[config.mk]
export PLATFORM = sky130hd
export DESIGN_NAME = reg_cmd_engine
export DESIGN_NICKNAME = d
export VERILOG_FILES = /design/src/rtl/reg_cmd_pkg.sv /design/src/rtl/gap_timer.sv /design/src/rtl/reg_cmd_engine.sv
export SDC_FILE = /design/constraint.sdc
export NUM_CORES = 1
export LEC_CHECK = 0
export ABC_AREA = 1
export BUFFER_PORTS_ARGS = -buffer_cell sky130_fd_sc_hd__buf_2
export CAP_MARGIN = 10
export CELL_PAD_IN_SITES_DETAIL_PLACEMENT = 1
export CELL_PAD_IN_SITES_GLOBAL_PLACEMENT = 1
export CORE_ASPECT_RATIO = 1.5
export CORE_MARGIN = 5
export CORE_UTILIZATION = 43
export CTS_CLUSTER_DIAMETER = 120
export DETAILED_ROUTE_END_ITERATION = 10
export GPL_TIMING_DRIVEN = 0
export PLACE_DENSITY_LB_ADDON = 0.3
export SLEW_MARGIN = 20
export SYNTH_ARGS = -nofsm -noshare
export SYNTH_HDL_FRONTEND = slang
export SYNTH_SLANG_ARGS = --single-unit
export TNS_END_PERCENT = 30
[constraint.sdc]
create_clock -name clk -period 5.2 [get_ports clk]
set_input_delay 1.04 -clock clk [delete_from_list [all_inputs] [get_ports clk]]
set_output_delay 1.04 -clock clk [all_outputs]
set_load 0.02 [all_outputs]
[src/rtl/reg_cmd_pkg.sv]
// ============================================================================
// reg_cmd_pkg : shared state encoding, command and status codes for reg_cmd_engine
// Revision    : 1.0
// ============================================================================
`timescale 1ns/1ps
`default_nettype none

package reg_cmd_pkg;

    typedef enum logic [3:0] {
        IDLE      = 4'd0,
        ADDR      = 4'd1,
        VALUE     = 4'd2,
        CSUM      = 4'd3,
        EXEC_W    = 4'd4,
        EXEC_R    = 4'd5,
        WAIT_R    = 4'd6,
        RESP_STAT = 4'd7,
        RESP_DATA = 4'd8
    } state_t;

    localparam logic [7:0] CMD_PING  = 8'h00;
    localparam logic [7:0] CMD_WRITE = 8'h01;
    localparam logic [7:0] CMD_READ  = 8'h02;
    localparam logic [7:0] CMD_WRRD  = 8'h03;

    localparam logic [7:0] ST_OK       = 8'h00;
    localparam logic [7:0] ST_BADSUM   = 8'h01;
    localparam logic [7:0] ST_BADCMD   = 8'h02;
    localparam logic [7:0] ST_RTIMEOUT = 8'h03;

    // Bit offset of the idx-th word on the wire inside an n_words-wide vector.
    function automatic int unsigned word_lsb(input int unsigned idx, input int unsigned n_words,
                                             input int unsigned width, input bit le);
        return (le ? idx : (n_words - 1 - idx)) * width;
    endfunction

endpackage

`default_nettype wire

[src/rtl/gap_timer.sv]
// ============================================================================
// gap_timer : reloadable down-counter; expired while enabled and at zero
// Revision  : 1.0
// ============================================================================
`timescale 1ns/1ps
`default_nettype none

module gap_timer #(
    parameter int WIDTH = 17
) (
    input  logic             clk,
    input  logic             i_reset,
    input  logic             i_load,
    input  logic [WIDTH-1:0] i_load_value,
    input  logic             i_enable,
    output logic             o_expired
);

    logic [WIDTH-1:0] r_count;

    always_ff @(posedge clk or posedge i_reset) begin
        if (i_reset) begin
            r_count <= '0;
        end else if (i_load) begin
            r_count <= i_load_value;
        end else if (i_enable && (r_count != '0)) begin
            r_count <= r_count - 1'b1;
        end
    end

    assign o_expired = i_enable && (r_count == '0);

endmodule

`default_nettype wire

[src/rtl/reg_cmd_engine.sv]
// ============================================================================
// reg_cmd_engine : variable-length checksummed command parser driving a register block
// Revision       : 1.0
// ============================================================================
`timescale 1ns/1ps
`default_nettype none

module reg_cmd_engine
    import reg_cmd_pkg::*;
#(
    parameter int WORD_WIDTH    = 8,
    parameter int VALUE_WORDS   = 4,
    parameter int ADDR_WORDS    = 1,
    parameter int LITTLE_ENDIAN = 0,
    parameter int GAP_CYCLES    = 100000,
    parameter int READ_TIMEOUT  = 16
) (
    input  logic                              clk,
    input  logic                              i_reset,
    input  logic [WORD_WIDTH-1:0]             i_data,
    input  logic                              i_dv,
    output logic                              o_w_en,
    output logic                              o_r_en,
    output logic [WORD_WIDTH*ADDR_WORDS-1:0]  o_addr,
    output logic [WORD_WIDTH*VALUE_WORDS-1:0] o_value,
    input  logic [WORD_WIDTH*VALUE_WORDS-1:0] i_r_value,
    input  logic                              i_r_valid,
    input  logic                              i_tx_ready,
    output logic [WORD_WIDTH-1:0]             o_data,
    output logic                              o_dv,
    output logic                              o_busy,
    output logic [7:0]                        o_err_count
);

    localparam int c_ADDR_W = WORD_WIDTH * ADDR_WORDS;
    localparam int c_VAL_W  = WORD_WIDTH * VALUE_WORDS;
    localparam int c_GAP_W  = $clog2(GAP_CYCLES + 1);
    localparam int c_RD_W   = $clog2(READ_TIMEOUT + 1);
    localparam logic [c_GAP_W-1:0] c_GAP_LOAD = c_GAP_W'(GAP_CYCLES);
    localparam logic [c_RD_W-1:0]  c_RD_LOAD  = c_RD_W'(READ_TIMEOUT - 1);
    localparam bit c_LE = (LITTLE_ENDIAN != 0);

    state_t                  r_state, w_next_state;
    logic [WORD_WIDTH-1:0]   r_cmd, r_csum, r_status;
    logic [7:0]              r_cnt, r_err_count;
    logic [c_ADDR_W-1:0]     r_addr;
    logic [c_VAL_W-1:0]      r_value, r_rdata;
    logic                    w_gap_run, w_busy, w_accept, w_cmd_known, w_is_write, w_is_read;
    logic                    w_has_data, w_gap_expired, w_rd_expired, w_err_inc;
    int unsigned             w_addr_lsb, w_val_lsb;

    assign w_gap_run   = (r_state == ADDR) || (r_state == VALUE) || (r_state == CSUM);
    assign w_busy      = (r_state != IDLE) && !w_gap_run;
    assign w_accept    = i_dv && !w_busy;
    assign w_cmd_known = (i_data == WORD_WIDTH'(CMD_PING))  || (i_data == WORD_WIDTH'(CMD_WRITE)) ||
                         (i_data == WORD_WIDTH'(CMD_READ))  || (i_data == WORD_WIDTH'(CMD_WRRD));
    assign w_is_write  = (r_cmd == WORD_WIDTH'(CMD_WRITE)) || (r_cmd == WORD_WIDTH'(CMD_WRRD));
    assign w_is_read   = (r_cmd == WORD_WIDTH'(CMD_READ))  || (r_cmd == WORD_WIDTH'(CMD_WRRD));
    // A read-timeout response still carries its (zeroed) data words.
    assign w_has_data  = w_is_read && ((r_status == WORD_WIDTH'(ST_OK)) ||
                                       (r_status == WORD_WIDTH'(ST_RTIMEOUT)));
    assign w_addr_lsb  = word_lsb(32'(r_cnt), 32'(ADDR_WORDS), 32'(WORD_WIDTH), c_LE);
    assign w_val_lsb   = word_lsb(32'(r_cnt), 32'(VALUE_WORDS), 32'(WORD_WIDTH), c_LE);

    gap_timer #(.WIDTH(c_GAP_W)) u_gap_timer (
        .clk          (clk),
        .i_reset      (i_reset),
        .i_load       (w_accept),
        .i_load_value (c_GAP_LOAD),
        .i_enable     (w_gap_run),
        .o_expired    (w_gap_expired)
    );

    gap_timer #(.WIDTH(c_RD_W)) u_read_timer (
        .clk          (clk),
        .i_reset      (i_reset),
        .i_load       (r_state == EXEC_R),
        .i_load_value (c_RD_LOAD),
        .i_enable     (r_state == WAIT_R),
        .o_expired    (w_rd_expired)
    );

    always_ff @(posedge clk or posedge i_reset) begin
        if (i_reset) r_state <= IDLE;
        else         r_state <= w_next_state;
    end

    always_comb begin
        w_next_state = r_state;
        w_err_inc    = 1'b0;
        o_w_en       = 1'b0;
        o_r_en       = 1'b0;
        o_dv         = 1'b0;
        o_data       = '0;
        case (r_state)
            IDLE: if (w_accept) begin
                if (w_cmd_known) begin
                    w_next_state = ADDR;
                end else begin
                    w_next_state = RESP_STAT;
                    w_err_inc    = 1'b1;
                end
            end
            ADDR: if (w_accept) begin
                if (r_cnt == 8'(ADDR_WORDS - 1)) w_next_state = w_is_write ? VALUE : CSUM;
            end else if (w_gap_expired) begin
                w_next_state = IDLE;
                w_err_inc    = 1'b1;
            end
            VALUE: if (w_accept) begin
                if (r_cnt == 8'(VALUE_WORDS - 1)) w_next_state = CSUM;
            end else if (w_gap_expired) begin
                w_next_state = IDLE;
                w_err_inc    = 1'b1;
            end
            CSUM: if (w_accept) begin
                if (i_data != r_csum) begin
                    w_next_state = RESP_STAT;
                    w_err_inc    = 1'b1;
                end else if (w_is_write) begin
                    w_next_state = EXEC_W;
                end else if (w_is_read) begin
                    w_next_state = EXEC_R;
                end else begin
                    w_next_state = RESP_STAT;
                end
            end else if (w_gap_expired) begin
                w_next_state = IDLE;
                w_err_inc    = 1'b1;
            end
            EXEC_W: begin
                o_w_en       = 1'b1;
                w_next_state = w_is_read ? EXEC_R : RESP_STAT;
            end
            EXEC_R: begin
                o_r_en       = 1'b1;
                w_next_state = WAIT_R;
            end
            WAIT_R: if (i_r_valid) begin
                w_next_state = RESP_STAT;
            end else if (w_rd_expired) begin
                w_next_state = RESP_STAT;
                w_err_inc    = 1'b1;
            end
            RESP_STAT: if (i_tx_ready) begin
                o_dv         = 1'b1;
                o_data       = r_status;
                w_next_state = w_has_data ? RESP_DATA : IDLE;
            end
            RESP_DATA: if (i_tx_ready) begin
                o_dv   = 1'b1;
                o_data = r_rdata[w_val_lsb +: WORD_WIDTH];
                if (r_cnt == 8'(VALUE_WORDS - 1)) w_next_state = IDLE;
            end
            default: w_next_state = IDLE;
        endcase
    end

    always_ff @(posedge clk or posedge i_reset) begin
        if (i_reset) begin
            r_cmd       <= '0;
            r_csum      <= '0;
            r_status    <= '0;
            r_cnt       <= '0;
            r_err_count <= '0;
            r_addr      <= '0;
            r_value     <= '0;
            r_rdata     <= '0;
        end else begin
            if (w_err_inc && (r_err_count != 8'hFF)) r_err_count <= r_err_count + 8'd1;
            case (r_state)
                IDLE: if (w_accept) begin
                    r_cmd  <= i_data;
                    r_csum <= i_data;
                    r_cnt  <= '0;
                    if (!w_cmd_known) r_status <= WORD_WIDTH'(ST_BADCMD);
                end
                ADDR: if (w_accept) begin
                    r_csum                             <= r_csum ^ i_data;
                    r_addr[w_addr_lsb +: WORD_WIDTH]   <= i_data;
                    r_cnt <= (r_cnt == 8'(ADDR_WORDS - 1)) ? 8'd0 : r_cnt + 8'd1;
                end
                VALUE: if (w_accept) begin
                    r_csum                             <= r_csum ^ i_data;
                    r_value[w_val_lsb +: WORD_WIDTH]   <= i_data;
                    r_cnt <= (r_cnt == 8'(VALUE_WORDS - 1)) ? 8'd0 : r_cnt + 8'd1;
                end
                CSUM: if (w_accept) begin
                    r_status <= (i_data == r_csum) ? WORD_WIDTH'(ST_OK) : WORD_WIDTH'(ST_BADSUM);
                end
                WAIT_R: if (i_r_valid) begin
                    r_rdata  <= i_r_value;
                    r_status <= WORD_WIDTH'(ST_OK);
                end else if (w_rd_expired) begin
                    r_rdata  <= '0;
                    r_status <= WORD_WIDTH'(ST_RTIMEOUT);
                end
                RESP_STAT: r_cnt <= '0;
                RESP_DATA: if (i_tx_ready) r_cnt <= r_cnt + 8'd1;
                default: ;
            endcase
        end
    end

    assign o_addr      = r_addr;
    assign o_value     = r_value;
    assign o_busy      = w_busy;
    assign o_err_count = r_err_count;

endmodule

`default_nettype wire

=== Word-level counts from Yosys, hierarchy flattened ===
Cells that the tools add are included.
W data, S select, Z words.

* Bits in registers: 138
* Output and inout port bits: 60
* Logic and storage cells: 159

* Add/sub/neg operators: 8
* Eq/ne operators: 31
* Shift operators: 5
* Muxes and demuxes: 60
* Bitwise logic cells: 1
* Reduce and logical (&&, ||, !) cells: 43

{| class="wikitable"
|+ Operator list
! cell !! count
|-
| $mux W8 || 15
|-
| $neg A32 Y34 || 2
|-
| $mux W32 || 2
|-
| $mux W4 || 13
|-
| $eq A8 B2 Y1 const B || 6
|-
| $pmux W8 S5 || 1
|-
| $pmux W4 S9 || 1
|-
| $mux W17 || 2
|-
| $shift A8 B34 Y32 const A || 1
|-
| $shift A8 B34 Y8 const A || 1
|-
| $shiftx A8 B34 Y32 || 1
|-
| $shiftx A8 B34 Y8 || 1
|-
| $shiftx A32 B33 Y8 || 1
|-
| $bwmux W32 || 1
|-
| $pmux W8 S2 || 2
|-
| $logic_not A8 Y1 || 3
|-
| $pmux W8 S3 || 1
|-
| $logic_not A17 Y1 || 1
|-
| $reduce_bool A17 Y1 || 1
|-
| $sub A17 B1 Y17 const B || 1
|-
| $add A8 B1 Y8 const B || 2
|-
| $eq A4 B3 Y1 const B || 4
|-
| $eq A8 B1 Y1 const B || 2
|-
| $mux W1 || 14
|-
| 32 further kinds || 69
|}

=== Depth between registers and ports, before layout ===
* Depth in word-level cells: 10
* Gate-level depth with buffers: 26
* Depth with buffers taken out: 22

=== Modules after synthesis ===
Synthesis repeated with hierarchy kept, for this count alone.

* Cell total of the unflattened synthesis: 1128
* Area, all modules: 8194.1 um2

{| class="wikitable"
|+ By module, submodules not included
! module !! times used !! cells each !! area an instance (um2) !! seq. area each (um2)
|-
| reg_cmd_engine || 1 || 885 || 6601.3 || 2752.6
|-
| gap_timer at u_gap_timer || 1 || 191 || 1229.9 || 425.4
|-
| gap_timer at u_read_timer || 1 || 52 || 362.8 || 125.1
|}

=== Worst setup path after synthesis ===
No wires, ideal clock.

* Path type: flip-flop to flip-flop
* Start point: register r_cnt[0]
* End point: register r_addr[0], in the netlist o_addr[0]
* Setup time: 0.117 ns
* Data arrival time: 3.672 ns
* Data required time: 5.083 ns
* Slack: 1.411 ns
* Cell stages (with the launch flop): 23
* Path buffers: 3
* Period minus slack after synthesis: 3.789 ns
* Cell sequence: dfrtp_1 buf_2 inv_1 clkbuf_1 clkbuf_1 ha_1 nor2_1 nand3_1 inv_1 nand3_1 nor2_1 nand2_1 nor2_1 nand2_1 ha_1 inv_1 nand3_1 o21ai_0 nand3_1 nor3_4 nand2_2 nand2_1 nand2_1

* Cells in the longest elaborated chain, start to end: 4

{| class="wikitable"
|+ RTL lines
! what !! line !! text
|-
| start: declaration || reg_cmd_engine.sv:45 || <nowiki>logic [7:0] r_cnt, r_err_count;</nowiki>
|-
| start signal: assignment || reg_cmd_engine.sv:181 || <nowiki>r_cnt <= (r_cnt == 8'(ADDR_WORDS - 1)) ? 8'd0 : r_cnt + 8'd1;</nowiki>
|-
| start signal: assignment || reg_cmd_engine.sv:186 || <nowiki>r_cnt <= (r_cnt == 8'(VALUE_WORDS - 1)) ? 8'd0 : r_cnt + 8'd1;</nowiki>
|-
| start signal: assignment || reg_cmd_engine.sv:199 || <nowiki>RESP_DATA: if (i_tx_ready) r_cnt <= r_cnt + 8'd1;</nowiki>
|-
| $sub A1 B8 Y9 (*) || reg_cmd_pkg.sv:35 || <nowiki>return (le ? idx : (n_words - 1 - idx)) * width;</nowiki>
|-
| $neg A32 Y34 (*) || reg_cmd_engine.sv:180 || <nowiki>r_addr[w_addr_lsb +: WORD_WIDTH] <= i_data;</nowiki>
|-
| $shiftx A8 B34 Y8 / $shift A8 B34 Y8 (equally long branches) || reg_cmd_engine.sv:180 ||
|-
| $bwmux W8 (*) || reg_cmd_engine.sv:180 ||
|-
| end signal: indexed assignment || reg_cmd_engine.sv:180 ||
|-
| end: declaration || reg_cmd_engine.sv:46 || <nowiki>logic [c_ADDR_W-1:0] r_addr;</nowiki>
|}

Mark *: on every way between the ends. The rest lies on a longest branch, timed or not.
A chain may end at the register's enable or synchronous reset.

=== Final worst setup path ===
* Start point: register r_cnt[0]
* End point: register r_addr[3], in the netlist o_addr[3]

Same word-level chain as after synthesis.

==> flow_metrics.env <==
export IMPL_pin_count=105
export IMPL_postSynthCellCount=1072
export IMPL_syn_nets=1140
export IMPL_detail_route_vias_per_cell=5.441
export IMPL_p_leak_uw=0.004807
export IMPL_whs_ps=465.0
export IMPL_cp_arrival_ps=4910
export IMPL_drive_gt1_frac=0.1541
export IMPL_cp_start_kind="flop"
export IMPL_synth_ff_type="dfrtp_1"
export IMPL_rsz0062_at_grt="no"
export IMPL_period_share=0.8842
export IMPL_post_cts_repair_setup_buffers=0
export IMPL_drtPass1Iterations=5
export IMPL_antenna_found_initial=1
export IMPL_slew_viol_final=0
export IMPL_p_sw_frac=0.4706
export IMPL_crit_type="flop to flop"
export IMPL_gp_congestion=0.8522
export IMPL_num_nets_final=1262
export IMPL_final_cells=1425
export IMPL_clock_sink_count=132
export IMPL_dp_hpwl_um=18470
export IMPL_rows=60
export IMPL_die_w_um=120.7
export IMPL_min_path_cells=2
export IMPL_hold_viol=0
export IMPL_synth_seq_area_share=0.4177
export IMPL_wirelength_um=24360
export IMPL_internal_power_uw=2888
export IMPL_utilization=0.5180
export IMPL_setup_violations=0
export IMPL_yosysMostFrequentCell="nand2_1"
export IMPL_via_count=7754
export IMPL_power_density_mw_per_mm2=584.5
export IMPL_seq_power_share=0.280
export IMPL_rr_worst_depth=21
export IMPL_async_flop_share=1.000
export IMPL_die_area_mm2=0.02126
export IMPL_clock_path_buffers=2
export IMPL_hold_class="flop to flop"
export IMPL_cts_tree="done"
export IMPL_synth_warnings=0
export IMPL_clk_pin_slew_ps=70
export IMPL_synthTopCellsByCount="nand2_1 (268), dfrtp_1 (132), inv_1 (114)"
export IMPL_ff2ff_setup_slack_ps=600
export IMPL_ys_top_cells_by_area="dfrtp_1 (42%), nand2_1 (13%), nand3_1 (6.8%), o21ai_0 (5.9%), inv_1 (5.4%)"
export IMPL_grt_max_degree=94
export IMPL_nFillCells=2349
export IMPL_slowest_stage="dfrtp_1"
export IMPL_initialDrtViolationCount=284
export IMPL_core_area_mm2=0.01802
export IMPL_cp_cell_sequence="buf_2, inv_1, clkbuf_2, ha_1, nor2_1, nand3_1, inv_1, nand3_1, nor2_1, nand2_1, nor2_1, nand2_1, inv_1, ha_1, nand3_1, nor3_1, nand3_1, nor3_4, nand2_2, nand2_1, nand2_1"
export IMPL_grt_ovfl_total=0
export IMPL_grt_pass1_vias=8377
export IMPL_start_util=0.4389
export IMPL_placed_cells=1393
export IMPL_fmax_mhz=217.5
export IMPL_skew_ps=13.08
export IMPL_synth_edf_count=0
export IMPL_root_buffer="clkbuf_16"
export IMPL_synth_top_area_frac=0.4177
export IMPL_required_ps=5510
export IMPL_grt_use_total=0.2369
export IMPL_detail_route_antenna_nets=0
export IMPL_synth_area_leader_cell="dfrtp_1"
export IMPL_slew_headroom=0.5413
export IMPL_cts_buffers=17
export IMPL_crit_fanout=12
export IMPL_maxCapViolations=0
export IMPL_drc_errors=0
export IMPL_routedWlPerCell_um=17.09
export IMPL_layout_min_cycle_time_ps=4598
export IMPL_grt_pass1_wl_um=40590
export IMPL_crit_path_end_kind="flop"
export IMPL_power_frac_comb=0.493
export IMPL_insertion_delay_ps=430
export IMPL_peakVddDrop_mv=0.2523
export IMPL_die_y_um=176.1
export IMPL_netlist_area_mm2=0.007908
export IMPL_worstMarginPinSlew_ps=685.5
export IMPL_slowest_delay_ps=410
export IMPL_port_buffers=103
export IMPL_area_growth_pct=18.02
export IMPL_cts_htree_levels=4
export IMPL_power_total_uw=5455
export IMPL_register_area_mm2=0.003303
export IMPL_clkPwrFrac=0.227
export IMPL_synth_seq_cells=132
export IMPL_multiInputGateArea_mm2=0.003985
export IMPL_ys_types=45
export IMPL_syn_area_per_cell_um2=7.376
export IMPL_status="finished, final reports clean"
export IMPL_switching_power_uw=2567
[critical path, delay by kind of cell (launching register included)]
kind | cells | cell delay [ps]
adder cells (fa/ha/maj) | 2 | 490
AND/OR/NAND/NOR | 14 | 2520
flip-flops | 1 | 410
buffers and inverters | 5 | 1060
[timing repair]
item / in CTS / in global routing
hold buffers: 0 / 0
gates resized for setup: 0 / 4
setup endpoints to repair: 0 / 7
[logic make-up after synthesis]
kind of cell / after synthesis / synth area share
xor+xnor: 32 / 0.03544
compound gates: 161 / 0.1098
flops: 132 / 0.4177
fa+ha+maj: 23 / 0.03639
buf+inv: 155 / 0.07832
simple gates: 569 / 0.3223
[sequential cells by signal, indices dropped and copies added, names as in the netlist]
| name | count |
|---|---|
| r_state | 4 |
| o_err_count | 8 |
| r_rdata | 32 |
| r_status | 2 |
| o_addr | 8 |
| u_gap_timer.r_count | 17 |
| o_value | 32 |
| r_cmd | 8 |
| u_read_timer.r_count | 5 |
| r_cnt | 8 |
| r_csum | 8 |
[final timing paths]
kind,start,to
setup / recovery,r_cnt[0]$_DFFE_PP0P_,o_addr[3]$_DFFE_PP0P_
hold / removal,o_value[18]$_DFFE_PP0P_,o_value[18]$_DFFE_PP0P_
setup reg to reg,r_cnt[0]$_DFFE_PP0P_,o_addr[3]$_DFFE_PP0P_
hold reg to reg,o_value[18]$_DFFE_PP0P_,o_value[18]$_DFFE_PP0P_
max in group asynchronous,i_reset,r_status[0]$_DFFE_PP0P_
min in group asynchronous,i_reset,o_value[1]$_DFFE_PP0P_
[final cells by class]
type / instances / share of cell area
clock buffer: 18 / 0.04598
clock inverter: 14 / 0.01810
sequential: 132 / 0.3539
buffer: 29 / 0.01595
antenna: 1 / 0.0002681
tap: 217 / 0.02909
inverter: 125 / 0.05148
timing repair buffer: 104 / 0.05818
multi-input combinational: 785 / 0.4270
[power groups by stage]
| stage | clock network (µW) | logic, µW | registers [µW] |
|---|---|---|---|
| 4_1_cts | 1260 | 2700 | 1530 |
| 5_1_grt | 1310 | 3040 | 1560 |
| 6_report | 1240 | 2690 | 1530 |
| 3_3_place_gp | 0 | 2540 | 1530 |
| 2_1_floorplan | 0 | 1900 | 1560 |
| 3_5_place_dp | 0 | 2660 | 1540 |
[per-layer routing]
layer	GRT usage	part of all wire
met1	0.2486	0.39
met2	0.4567	0.55
met3	0.04359	0.030
met4	0.09641	0.030
met5	0	0
[cells in the final DEF (no fill, tap or decap), types with 23 or more instances in the layout]
cell	count
ha_1	23
o21ai_0	94
inv_1	113
buf_2	109
a21oi_1	40
dfrtp_1	132
nand2_1	268
nor2_1	112
nand3_1	108
nand4_1	35
[stage by stage]
step / setup slack (ps) / cell area (µm²) / TNS [ps]
2_1_floorplan: 634.0 / 7908 / 0
3_3_place_gp: -986.2 / 8695 / -128460
3_5_place_dp: 313.2 / 8730 / 0
4_1_cts: 295.5 / 9328 / 0
5_1_grt: 90.65 / 9333 / 0
6_report: 602.0 / 9333 / 0
No activity file was read; power rests on OpenSTA's default activity.
